==> src/rtl/core_pkg.sv <==
// Shared definitions for the instruction sequencer and the core it drives.
// Latency: n/a (types and constants only).
// Backpressure: n/a.
// Contents: sequencer state encoding, instruction format codes, field positions
// and a helper that extracts the format field from a 16-bit instruction.
package core_pkg;

    typedef enum logic [2:0] {
        S_IDLE   = 3'd0,
        S_FETCH  = 3'd1,
        S_DECODE = 3'd2,
        S_EXEC   = 3'd3,
        S_WAIT   = 3'd4,
        S_BRANCH = 3'd5,
        S_HALT   = 3'd6,
        S_ERROR  = 3'd7
    } state_t;

    // Instruction format codes held in the low two bits of every instruction.
    localparam logic [1:0] FMT_REG  = 2'd0;
    localparam logic [1:0] FMT_IMM  = 2'd1;
    localparam logic [1:0] FMT_BR   = 2'd2;
    localparam logic [1:0] FMT_HALT = 2'd3;

    // Field positions.
    localparam int FMT_LSB = 0;
    localparam int FMT_MSB = 1;
    localparam int TGT_LSB = 5;
    localparam int TGT_MSB = 12;

    function automatic logic [1:0] instr_fmt(input logic [15:0] instr);
        return instr[FMT_MSB:FMT_LSB];
    endfunction

endpackage

==> src/rtl/wait_timer.sv <==
// Cycle counter bounding how long the sequencer waits for the core.
// Latency: expired is decoded from the count register (no input-to-output path).
// Backpressure: none; counts while enable is high, holds at the limit.
// Ports: clk/rst (async active-high), clear (zero the count), enable (count one
// cycle), expired (high during the TIMEOUT-th enabled cycle after a clear).
module wait_timer #(
    parameter int TIMEOUT = 64
) (
    input  logic clk,
    input  logic rst,
    input  logic clear,
    input  logic enable,
    output logic expired
);

    localparam int CW = (TIMEOUT > 1) ? $clog2(TIMEOUT) : 1;
    localparam logic [CW-1:0] LIMIT = CW'(TIMEOUT - 1);

    logic [CW-1:0] cnt;

    // The count reads k-1 during the k-th enabled cycle, so it only needs to
    // reach TIMEOUT-1; it parks there rather than wrapping.
    always_ff @(posedge clk or posedge rst) begin
        if (rst) begin
            cnt <= '0;
        end else if (clear) begin
            cnt <= '0;
        end else if (enable && !expired) begin
            cnt <= cnt + CW'(1);
        end
    end

    assign expired = (cnt == LIMIT);

endmodule

==> src/rtl/core_sequencer.sv <==
// Fetches 16-bit instructions, issues ALU ops to the core and resolves branches.
// Latency: 4 cycles per ALU op (1-cycle memory, done 1 cycle after run), 3 per branch.
// Backpressure: FETCH holds imem_req until imem_valid; WAIT holds until core_done or timeout.
// Ports: start/start_pc launch a program; imem_* is the fetch port; core_* and
// branch/branch_res talk to the core; pc/busy/halted/err/instr_count are status.
module core_sequencer
    import core_pkg::*;
#(
    parameter int PC_W    = 8,
    parameter int TIMEOUT = 64
) (
    input  logic            clk,
    input  logic            reset,
    input  logic            start,
    input  logic [PC_W-1:0] start_pc,
    output logic            imem_req,
    output logic [PC_W-1:0] imem_addr,
    input  logic            imem_valid,
    input  logic [15:0]     imem_data,
    output logic [15:0]     core_instruction,
    output logic            core_run,
    input  logic            core_done,
    input  logic            branch_res,
    output logic            branch,
    output logic [PC_W-1:0] pc,
    output logic            busy,
    output logic            halted,
    output logic            err,
    output logic [15:0]     instr_count
);

    state_t          state;
    state_t          state_nxt;
    logic [15:0]     instr_q;
    logic [PC_W-1:0] pc_q;
    logic [15:0]     count_q;
    logic [15:0]     count_inc;
    logic [PC_W-1:0] pc_inc;
    logic [PC_W-1:0] target;
    logic [1:0]      fmt;
    logic            timer_expired;

    assign fmt       = instr_fmt(instr_q);
    // Size cast both truncates and zero-extends, whatever PC_W is.
    assign target    = PC_W'(instr_q[TGT_MSB:TGT_LSB]);
    assign pc_inc    = pc_q + PC_W'(1);
    assign count_inc = (count_q == 16'hFFFF) ? count_q : count_q + 16'd1;

    // Counter is zeroed in EXEC so it reads 0 on the first WAIT cycle.
    wait_timer #(
        .TIMEOUT (TIMEOUT)
    ) u_wait_timer (
        .clk     (clk),
        .rst     (reset),
        .clear   (state == S_EXEC),
        .enable  (state == S_WAIT),
        .expired (timer_expired)
    );

    // State register.
    always_ff @(posedge clk or posedge reset) begin
        if (reset) begin
            state <= S_IDLE;
        end else begin
            state <= state_nxt;
        end
    end

    // Next-state logic.
    always_comb begin
        state_nxt = state;
        case (state)
            S_IDLE, S_HALT, S_ERROR: begin
                if (start) begin
                    state_nxt = S_FETCH;
                end
            end
            S_FETCH: begin
                if (imem_valid) begin
                    state_nxt = S_DECODE;
                end
            end
            S_DECODE: begin
                case (fmt)
                    FMT_REG, FMT_IMM: state_nxt = S_EXEC;
                    FMT_BR:           state_nxt = S_BRANCH;
                    FMT_HALT:         state_nxt = S_HALT;
                    default:          state_nxt = S_HALT;
                endcase
            end
            S_EXEC: begin
                state_nxt = S_WAIT;
            end
            S_WAIT: begin
                // A done arriving on the last allowed cycle still counts.
                if (core_done) begin
                    state_nxt = S_FETCH;
                end else if (timer_expired) begin
                    state_nxt = S_ERROR;
                end
            end
            S_BRANCH: begin
                state_nxt = S_FETCH;
            end
            default: begin
                state_nxt = S_IDLE;
            end
        endcase
    end

    // PC, instruction register and retired-instruction count.
    always_ff @(posedge clk or posedge reset) begin
        if (reset) begin
            pc_q    <= '0;
            instr_q <= 16'h0000;
            count_q <= 16'h0000;
        end else begin
            case (state)
                S_IDLE, S_HALT, S_ERROR: begin
                    if (start) begin
                        pc_q    <= start_pc;
                        count_q <= 16'h0000;
                    end
                end
                S_FETCH: begin
                    if (imem_valid) begin
                        instr_q <= imem_data;
                    end
                end
                S_WAIT: begin
                    if (core_done) begin
                        pc_q    <= pc_inc;
                        count_q <= count_inc;
                    end
                end
                S_BRANCH: begin
                    pc_q    <= branch_res ? target : pc_inc;
                    count_q <= count_inc;
                end
                default: begin
                end
            endcase
        end
    end

    // Outputs: decoded from state and registers only.
    always_comb begin
        imem_req  = 1'b0;
        imem_addr = '0;
        core_run  = 1'b0;
        branch    = 1'b0;
        busy      = 1'b1;
        halted    = 1'b0;
        err       = 1'b0;
        case (state)
            S_IDLE: begin
                busy = 1'b0;
            end
            S_FETCH: begin
                imem_req  = 1'b1;
                imem_addr = pc_q;
            end
            S_DECODE, S_BRANCH: begin
                branch = (fmt == FMT_BR);
            end
            S_EXEC: begin
                core_run = 1'b1;
            end
            S_HALT: begin
                busy   = 1'b0;
                halted = 1'b1;
            end
            S_ERROR: begin
                busy = 1'b0;
                err  = 1'b1;
            end
            default: begin
            end
        endcase
    end

    assign core_instruction = instr_q;
    assign pc               = pc_q;
    assign instr_count      = count_q;

endmodule

==> config.mk <==
export PLATFORM = sky130hd
export DESIGN_NAME = core_sequencer
export DESIGN_NICKNAME = d
export VERILOG_FILES = /design/src/rtl/core_pkg.sv /design/src/rtl/wait_timer.sv /design/src/rtl/core_sequencer.sv
export SDC_FILE = /design/constraint.sdc
export NUM_CORES = 1
export LEC_CHECK = 0
export BUFFER_PORTS_ARGS = -buffer_cell sky130_fd_sc_hd__buf_2
export CAP_MARGIN = 20
export CORE_ASPECT_RATIO = 1.1
export CORE_UTILIZATION = 30
export CTS_CLUSTER_DIAMETER = 60
export DETAILED_ROUTE_END_ITERATION = 10
export GPL_TIMING_DRIVEN = 0
export PLACE_DENSITY_LB_ADDON = 0.08
export SLEW_MARGIN = 20
export SYNTH_ARGS = -nofsm -noshare
export SYNTH_HDL_FRONTEND = slang
export SYNTH_SLANG_ARGS = --single-unit
==> constraint.sdc <==
create_clock -name clk -period 2.2 [get_ports clk]
set_input_delay 0.11 -clock clk [delete_from_list [all_inputs] [get_ports clk]]
set_output_delay 0.11 -clock clk [all_outputs]
set_load 0.05 [all_outputs]
==> results of run 1 <==
-- critical path, delay by kind of cell (launching register included) --
family / cells / cell delay [ns]
AO/OA/AOI/OAI: 2 / 0.63
buffers and inverters: 3 / 0.55
flip-flops: 1 / 0.44
multiplexers: 1 / 0.26
AND/OR/NAND/NOR: 1 / 0.16
-- layout by cell type, fill, tap and decap left out, drive strengths merged, types with 5 or more instances in the layout --
cell / instances
a211oi: 6
a21oi: 9
a31oi: 7
and2: 14
and3: 8
buf: 93
clkbuf: 12
dfrtp: 49
inv: 9
mux2: 16
mux2i: 8
nand2: 21
nand3: 7
nand4: 6
nor2: 15
nor3: 7
o211ai: 5
o21ai: 18
o2bb2ai: 5
-- per-layer routing --
metal	routed length, um	share of wire [%]	vias to the layer above	GRT usage, %
met5	0	0	-	0
met4	73	0.90	0	4.00
met3	386	4.8	7	2.85
met2	3800	47	80	26.5
met1	3810	47	1277	24.3
li1	-	-	1278	-
-- how the worst max path moves through the flow --
stage / from / endpoint / cells after the start
CTS: instr_count[0]$_DFFE_PP0P_ / instr_count[10]$_DFFE_PP0P_ / 5
finish: state[1]$_DFFE_PP0P_ / instr_count[7]$_DFFE_PP0P_ / 7
detailed placement: instr_count[0]$_DFFE_PP0P_ / instr_count[10]$_DFFE_PP0P_ / 5
floorplan: state[1]$_DFFE_PP0P_ / branch / 4
global route: instr_count[0]$_DFFE_PP0P_ / instr_count[10]$_DFFE_PP0P_ / 5
global placement: instr_count[0]$_DFFE_PP0P_ / instr_count[2]$_DFFE_PP0P_ / 5
-- flip-flops by register name, indices dropped and copies added, names as in the netlist --
| signal | cells |
|---|---|
| instr_count | 16 |
| core_instruction | 16 |
| pc | 8 |
| u_wait_timer.cnt | 6 |
| state | 3 |
-- layout make-up --
cell class                 instances  area, um2  share of cell area [%]
clock buffer                       5       68.8                    1.95
buffer                            16       91.3                    2.59
multi-input combinational        215       1510                    42.9
timing repair buffer              85        433                    12.3
tap                              114        143                    4.04
inverter                           8       32.5                   0.922
clock inverter                     3       21.3                   0.603
sequential                        49       1230                    34.8
-- metrics by stage --
step / cell area, um2 / hold slack (ns) / worst slack [ns]
floorplan: 2850 / 0.262 / 0.00285
global placement: 3410 / 0.341 / 0.0148
detailed placement: 3410 / 0.250 / 0.0258
CTS: 3510 / 0.00900 / 0.00167
global route: 3530 / 0.0134 / -0.0192
finish: 3530 / 0.0201 / 0.0788
-- repair_timing --
action                                 4_1_cts  5_1_grt
resized for setup                            0        5
endpoints found under the hold margin       49        0
setup endpoints to repair                    0       19
hold buffers                                 1        0
setup buffers                                0        1
-- power groups by stage --
stage	sequential, mW	combinational (mW)	clock, mW
2_1_floorplan	2.41	1.66	0
3_3_place_gp	1.54	3.35	0
3_5_place_dp	1.55	3.36	0
4_1_cts	1.53	3.37	0.595
5_1_grt	1.60	3.61	0.617
6_report	1.52	3.36	0.562
-- logic make-up (layout without fill, tap and decap cells) --
| kind of cell | Yosys count | in the layout | share of synthesized area (%) |
|---|---|---|---|
| DFF | 49 | 49 | 43.1 |
| AOI/OAI and AO/OA | 82 | 82 | 20.8 |
| and+or+nand+nor | 102 | 102 | 20.3 |
| xor gates and xnor gates | 4 | 4 | 1.23 |
| buffers and inverters | 24 | 117 | 4.18 |
| adders and majority gates | 3 | 3 | 1.32 |
| muxes | 24 | 24 | 9.14 |
==> results.yml, run 1 <==
outcome:
  outcome: "finished, final reports clean"
critical_path:
  crit_path_max_incr_delay_ns: 0.44
  crit_type: "flop to flop"
  cp_max_fo: 10
  critPathLaunchType: "flop"
  critPathSlowestCell: "dfrtp_1"
  arrival_ns: 2.35
  crit_top_cell: "buf_2"
  r2r_setup_slack_ns: 0.08
  crit_required_ns: 2.43
  r2r_start: "state[1]$_DFFE_PP0P_"
  reg2reg_depth: 7
  cp-end-kind: "flop"
  cp_cell_sequence: "buf_2, nand2b_1, buf_2, o211a_2, buf_6, a211oi_1, mux2i_1"
  r2r_end: "instr_count[7]$_DFFE_PP0P_"
synthesis:
  synth_area_um2: 2850
  synth_warnings: 0
  yosys.area.top_type_share_pct: 43.1
  synth_area_leaders: "dfrtp_1, mux2_2, o21ai_0, and2_1, mux2i_1"
  syn-mean-instance-area_um2: 9.88
  yosys-top-cells-count: "dfrtp_1, nand2_1, o21ai_0, mux2_2, nor2_1"
  synthCells: 288
  synth_cell_types: 62
  synth_most_common_cell: "dfrtp_1"
  synth_nets: 321
  async_flop_share_pct: 100
  seq_area_frac_synth_pct: 43.1
  yosysTopAreaCell: "dfrtp_1"
  ys_ff_latch: 49
  ys.flop_type: "dfrtp_1"
  synth-edff-count: 0
timing:
  max_freq_mhz: 471
  fin_skew_ns: 0.00728
  worst_pin_slew_ns: 0.665
  finalCritPeriodShare_pct: 96.4
  fin_tns_setup_ns: 0
  setup_viol: 0
  finalHoldViolCount: 0
  finalCriticalPeriod_ns: 2.12
  slew_viol_final: 0
  relSlewSlack_pct: 55.3
  rsz0062_at_grt: "yes"
cts:
  clk_path_buf_depth: 2
  numCtsBuffers: 5
  cts_sinks: 49
  cts_tree: "built"
  cts-root-buf: "clkbuf_8"
  clk_pin_slew_worst_paths_ns: 0.10
  clkLatencyLatePin_ns: 0.31
  htreeDepth: 2
finish:
  insertedDiodeCount: 0
  drive_above_1_share_pct: 34.1
  n_fill_cell: 935
  fin_util_pct: 39.0
  fin_cells: 495
  area_growth_syn_to_layout_pct: 23.9
  nets: 413
grt:
  grt_use_total_pct: 17.0
  grt_pass1_wl_um: 13300
  antenna_found_initial: 0
  grt_overflow_total: 0
  grt_pass1_vias: 2529
  grt_max_degree: 50
min_path:
  worstHoldPathType: "input pin to flop"
  hold_path_end: "core_instruction[3]$_DFFE_PP0P_"
  min-delay-start: "imem_data[3]"
  holdPathStages: 2
floorplan:
  start_util_pct: 31.4
  core_um2: 9050
  ios: 84
  chipHeight_um: 104
  rows: 36
  die_x_um: 94.9
  die_area_um2: 9880
power_and_ir_drop:
  total_power_mw: 5.45
  p_switching_mw: 3.01
  swShare_pct: 55.1
  p_per_area_nw_per_um2: 1550
  p_int_mw: 2.44
  ir_drop_mv: 0.752
  clock_power_share_pct: 10.3
  combPwrFrac_pct: 61.7
  leakage_nw: 1.61
  seqPwrFrac_pct: 28.0
routing:
  route.detailed.drc: 0
  drt-pass1-iter-count: 4
  post_drt_wl_per_cell_um: 16.3
  dr.first_iter.drc_count: 101
  final_antenna_net_count: 0
  wl_um: 8070
  post_drt_via_cell_ratio: 5.34
  vias: 2642
place:
  dp.cells: 485
  place_congestion: 0.794
  port_buffers: 83
  dpl.hpwl_um: 5920
run:
  max_cap_violations: 0
(Power assumes the default switching activity.)
==> run 2: changes to the inputs <==
--- a/config.mk
+++ b/config.mk
@@ -12,6 +12,7 @@
 export CTS_CLUSTER_DIAMETER = 60
 export DETAILED_ROUTE_END_ITERATION = 10
 export GPL_TIMING_DRIVEN = 0
+export MAX_ROUTING_LAYER = met4
 export PLACE_DENSITY_LB_ADDON = 0.08
 export SLEW_MARGIN = 20
 export SYNTH_ARGS = -nofsm -noshare
==> run 2 against run 1 <==
  * Hold slack improved by 0.0024 ns
  * Utilization did not move
  * Combinational power barely moved
  * Sequential share of layout area did not move
  * Setup slack improved by 0.010 ns
  * Largest power group unchanged
  * Highest routed layer unchanged
==> results.yml, run 2 (same netlist as run 1, synthesis figures left out) <==
power_and_ir_drop:
  p_per_area_nw_per_um2: 1540
  combPwrFrac_pct: 61.7
  ir_drop_mv: 0.751
  clock_power_share_pct: 10.3
  p_switching_mw: 3.00
  seqPwrFrac_pct: 28.0
  swShare_pct: 55.1
  p_int_mw: 2.44
  leakage_nw: 1.61
  total_power_mw: 5.45
floorplan:
  die_x_um: 94.9
  start_util_pct: 31.4
  rows: 36
  die_area_um2: 9880
  core_um2: 9050
  ios: 84
  chipHeight_um: 104
cts:
  clkLatencyLatePin_ns: 0.31
  cts_tree: "built"
  cts_sinks: 49
  cts-root-buf: "clkbuf_8"
  numCtsBuffers: 5
  clk_pin_slew_worst_paths_ns: 0.10
  htreeDepth: 2
  clk_path_buf_depth: 2
timing:
  finalCritPeriodShare_pct: 96.0
  finalHoldViolCount: 0
  slew_viol_final: 0
  rsz0062_at_grt: "yes"
  fin_skew_ns: 0.00736
  worst_pin_slew_ns: 0.660
  finalWorstSetupSlack_ns: 0.0889
  finalCriticalPeriod_ns: 2.11
  relSlewSlack_pct: 55.6
  max_freq_mhz: 474
  setup_viol: 0
min_path:
  holdPathStages: 2
  worstHoldPathType: "input pin to flop"
  min-delay-start: "imem_data[3]"
  hold_path_end: "core_instruction[3]$_DFFE_PP0P_"
finish:
  seq_area_um2: 1230
  insertedDiodeCount: 0
  final_common_cell: "buf_2"
  fin_area_um2: 3530
  multi_input_area_um2: 1510
  nets: 413
  layout_common_cells: "buf_2, dfrtp_1, nand2_1"
  n_fill_cell: 935
  area_growth_syn_to_layout_pct: 23.9
  drive_above_1_share_pct: 34.1
place:
  dpl.hpwl_um: 5920
  dp_slack_ns: 0.0258
  port_buffers: 83
  placed_cell_area_um2: 3410
  place_congestion: 0.806
critical_path:
  cp_max_fo: 10
  r2r_start: "state[1]$_DFFE_PP0P_"
  crit_required_ns: 2.43
  cp-end-kind: "flop"
  crit_start: "state[1]$_DFFE_PP0P_"
  critPathLaunchType: "flop"
  r2r_end: "instr_count[7]$_DFFE_PP0P_"
  arrival_ns: 2.34
  r2r_setup_slack_ns: 0.09
  reg2reg_depth: 7
  crit_type: "flop to flop"
grt:
  grt_max_degree: 50
  antenna_found_initial: 0
  grt_pass1_vias: 2533
  grt_pass1_wl_um: 13300
  grt_use_total_pct: 17.5
  grt_overflow_total: 0
routing:
  drt-pass1-iter-count: 4
  vias: 2624
  route.detailed.drc: 0
  post_drt_via_cell_ratio: 5.30
  post_drt_wl_per_cell_um: 16.3
  dr.first_iter.drc_count: 113
  final_antenna_net_count: 0
  wl_um: 8090
run:
  max_cap_violations: 0
outcome:
  outcome: "finished, final reports clean"
[run 2: cell counts in the layout (fill, tap and decap cells not counted)]
No cell type changed its count.
[run 2: power groups by stage]
stage          combinational [mW]  sequential [mW]  clock (mW)
3_3_place_gp                 3.35             1.54           0
2_1_floorplan                1.66             2.41           0
3_5_place_dp                 3.36             1.55           0
6_report                     3.36             1.53       0.560
4_1_cts                      3.37             1.53       0.595
5_1_grt                      3.61             1.60       0.619
[run 2: metrics by stage]
| stage | cells | TNS, ns | hold slack [ns] | util [%] |
|---|---|---|---|---|
| 4_1_cts | 494 | 0 | 0.00900 | 38.8 |
| 5_1_grt | 495 | -0.0565 | 0.0133 | 39.0 |
| 6_report | 495 | 0 | 0.0226 | 39.0 |
| 2_1_floorplan | 288 | 0 | 0.262 | - |
| 3_5_place_dp | 485 | 0 | 0.250 | 37.7 |
| 3_3_place_gp | 485 | 0 | 0.341 | 37.7 |
[run 2: worst max-delay path: stages (launching register included)]
cell	delay [ns]
dfrtp_1	0.43
buf_2	0.20
nand2b_1	0.16
buf_2	0.19
o211a_2	0.32
buf_6	0.16
a211oi_1	0.32
mux2i_1	0.26
[run 2: worst max-delay path by stage]
stage                     slack, ns  cells past startpoint                           to
after floorplan               0.003                      4                       branch
after global placement         0.01                      5   instr_count[2]$_DFFE_PP0P_
after detailed placement       0.03                      5  instr_count[10]$_DFFE_PP0P_
after CTS                     0.002                      5  instr_count[10]$_DFFE_PP0P_
after global routing          -0.02                      5  instr_count[10]$_DFFE_PP0P_
final                          0.09                      7   instr_count[7]$_DFFE_PP0P_
[run 2: cell type report]
| class | instances | area share [%] |
|---|---|---|
| clock inverter | 3 | 0.603 |
| timing repair buffer | 85 | 12.3 |
| multi-input combinational | 215 | 42.9 |
| sequential | 49 | 34.8 |
| inverter | 8 | 0.922 |
| tap | 114 | 4.04 |
| buffer | 16 | 2.59 |
| clock buffer | 5 | 1.95 |
[run 2: layer usage]
| layer | share of wire [%] | vias to the layer above | wire (um) | GRT usage (%) |
|---|---|---|---|---|
| li1 | - | 1277 | - | - |
| met1 | 48 | 1276 | 3860 | 24.6 |
| met2 | 48 | 69 | 3900 | 26.4 |
| met3 | 3.8 | 2 | 304 | 2.78 |
| met4 | 0.20 | 0 | 16 | 4.00 |
| met5 | 0 | - | 0 | - |
[run 2: what timing repair did]
item | CTS | global route
hold buffers | 1 | 0
gates resized for setup | 0 | 5
endpoints found under the setup margin | 0 | 19
endpoints found under the hold margin | 49 | 0
setup buffers | 0 | 1
==> run 3: changes to the inputs <==
--- a/config.mk
+++ b/config.mk
@@ -5,6 +5,7 @@
 export SDC_FILE = /design/constraint.sdc
 export NUM_CORES = 1
 export LEC_CHECK = 0
+export ABC_AREA = 1
 export BUFFER_PORTS_ARGS = -buffer_cell sky130_fd_sc_hd__buf_2
 export CAP_MARGIN = 20
 export CORE_ASPECT_RATIO = 1.1
@@ -14,6 +15,7 @@
 export GPL_TIMING_DRIVEN = 0
 export MAX_ROUTING_LAYER = met4
 export PLACE_DENSITY_LB_ADDON = 0.08
+export RECOVER_POWER = 50
 export SLEW_MARGIN = 20
 export SYNTH_ARGS = -nofsm -noshare
 export SYNTH_HDL_FRONTEND = slang
==> run 3 against run 2 <==
  * First-iteration DRC count is 17% lower
  * Non-clock buffer count is 8 lower
  * Fmax is 5.3% higher
==> results.yml, run 3 <==
power_and_ir_drop:
  swShare_pct: 57.2
  p_int_mw: 2.17
  total_power_mw: 5.06
  leakage_nw: 1.78
  seqPwrFrac_pct: 28.3
  combPwrFrac_pct: 60.5
  p_switching_mw: 2.89
  p_per_area_nw_per_um2: 1420
  clock_power_share_pct: 11.2
  ir_drop_mv: 0.388
timing:
  fin_tns_setup_ns: 0
  finalCritPeriodShare_pct: 91.1
  finalCriticalPeriod_ns: 2.00
  finalHoldViolCount: 0
  fin_skew_ns: 0.0101
  max_freq_mhz: 499
  slew_viol_final: 0
  setup_viol: 0
  finalWorstSetupSlack_ns: 0.195
  rsz0062_at_grt: "no"
  worst_pin_slew_ns: 1.11
  relSlewSlack_pct: 25.9
  timing.hold.ws_ns: 0.0223
grt:
  grt_pass1_vias: 2794
  grt_use_total_pct: 17.8
  antenna_found_initial: 0
  grt_overflow_total: 0
  grt_pass1_wl_um: 13800
  grt_max_degree: 50
finish:
  fin_cells: 600
  fin_area_um2: 3580
  nets: 516
  layout_common_cells: "nand2_1, buf_2, dfrtp_1"
  n_fill_cell: 1073
  drive_above_1_share_pct: 19.9
  fin_util_pct: 37.9
  area_growth_syn_to_layout_pct: 21.1
  final_common_cell: "nand2_1"
  insertedDiodeCount: 0
synthesis:
  seq_area_frac_synth_pct: 41.5
  synth_nets: 425
  synth_warnings: 0
  yosysTopAreaCell: "dfrtp_1"
  synth-edff-count: 0
  ys_ff_latch: 49
  syn-mean-instance-area_um2: 7.53
  synth_area_leaders: "dfrtp_1, nand2_1, nand3_1, nor2_1, inv_1"
  yosys.area.top_type_share_pct: 41.5
  ys.flop_type: "dfrtp_1"
  synth_cell_types: 35
  synth_area_um2: 2950
  synthCells: 392
  yosys-top-cells-count: "nand2_1, dfrtp_1, nor2_1, inv_1, nand3_1"
  async_flop_share_pct: 100
  synth_most_common_cell: "nand2_1"
routing:
  route.detailed.drc: 0
  vias: 2830
  post_drt_via_cell_ratio: 4.72
  drt-pass1-iter-count: 4
  dr.first_iter.drc_count: 94
  wl_um: 8160
  final_antenna_net_count: 0
  post_drt_wl_per_cell_um: 13.6
floorplan:
  core_um2: 9440
  ios: 84
  rows: 37
  die_x_um: 96.6
  chipHeight_um: 106
  start_util_pct: 31.3
  die_area_um2: 10200
cts:
  numCtsBuffers: 5
  cts_resized: 0
  hold_buffers: 1
  cts_sinks: 49
  htreeDepth: 2
  clk_path_buf_depth: 2
  post-cts-setup-buffers: 0
  cts_tree: "built"
  clk_pin_slew_worst_paths_ns: 0.09
  clkLatencyLatePin_ns: 0.30
  cts-root-buf: "clkbuf_8"
place:
  dp.cells: 592
  placed_cell_area_um2: 3520
  dp_slack_ns: 0.371
  dpl.hpwl_um: 6130
  place_congestion: 0.824
  port_buffers: 83
critical_path:
  critPathLaunchType: "flop"
  cp_max_fo: 10
  arrival_ns: 1.89
  crit_required_ns: 2.09
  crit_type: "flop to output pin"
  cp-end-kind: "output pin"
run:
  max_cap_violations: 0
min_path:
  worstHoldPathType: "input pin to flop"
outcome:
  outcome: "finished, final reports clean"
-- run 3: area by class of cell --
type                            count  area, um2  area share, %
Multi-Input combinational cell    286       1480           41.2
Tap cell                          117        146           4.09
Sequential cell                    49       1230           34.3
Buffer                              9       63.8           1.78
Clock buffer                        7       86.3           2.41
Timing Repair Buffer               84        392           10.9
Inverter                           48        188           5.25
-- run 3: final timing paths --
check / cells past startpoint / slack (ns) / start / to
min in group asynchronous: 3 / 0.64 / reset / core_instruction[15]$_DFFE_PP0P_
max in group asynchronous: 3 / 0.88 / reset / core_instruction[8]$_DFFE_PP0P_
max reg2reg: 12 / 0.39 / state[0]$_DFFE_PP0P_ / instr_count[8]$_DFFE_PP0P_
min reg2reg: 1 / 0.50 / core_instruction[13]$_DFFE_PP0P_ / core_instruction[13]$_DFFE_PP0P_
max: 6 / 0.20 / state[2]$_DFFE_PP0P_ / busy
min: 2 / 0.02 / imem_data[13] / core_instruction[13]$_DFFE_PP0P_
-- run 3: cell families after synthesis --
family,Yosys count,synth area share (%)
AO/OA/AOI/OAI,47,9.45
XOR/XNOR,10,2.97
adder cells (fa/ha/maj),3,1.27
buffers and inverters,57,8.52
flip-flops,49,41.5
multiplexers,10,3.81
AND/OR/NAND/NOR,216,32.5
-- run 3: worst max-delay path, cell delays in order (launching register included) --
cell and delay, ns:
dfrtp_1 0.45, inv_2 0.19, nor2_8 0.09, inv_4 0.10
clkbuf_1 0.41, nand2_1 0.13, buf_2 0.23
-- run 3: power groups by stage --
stage / Sequential [mW] / Combinational, mW / Clock, mW
3_3_place_gp: 1.44 / 3.14 / 0
2_1_floorplan: 2.19 / 1.65 / 0
3_5_place_dp: 1.45 / 3.15 / 0
6_report: 1.43 / 3.06 / 0.565
4_1_cts: 1.43 / 3.16 / 0.588
5_1_grt: 1.48 / 3.36 / 0.618
-- run 3: metal layers --
metal | global-route usage (%) | vias to the layer above | part of all wire, %
met5 | - | - | 0
met4 | 5.36 | 0 | 1.6
met3 | 2.22 | 10 | 2.9
met2 | 29.9 | 55 | 52
met1 | 22.1 | 1314 | 44
li1 | - | 1451 | -
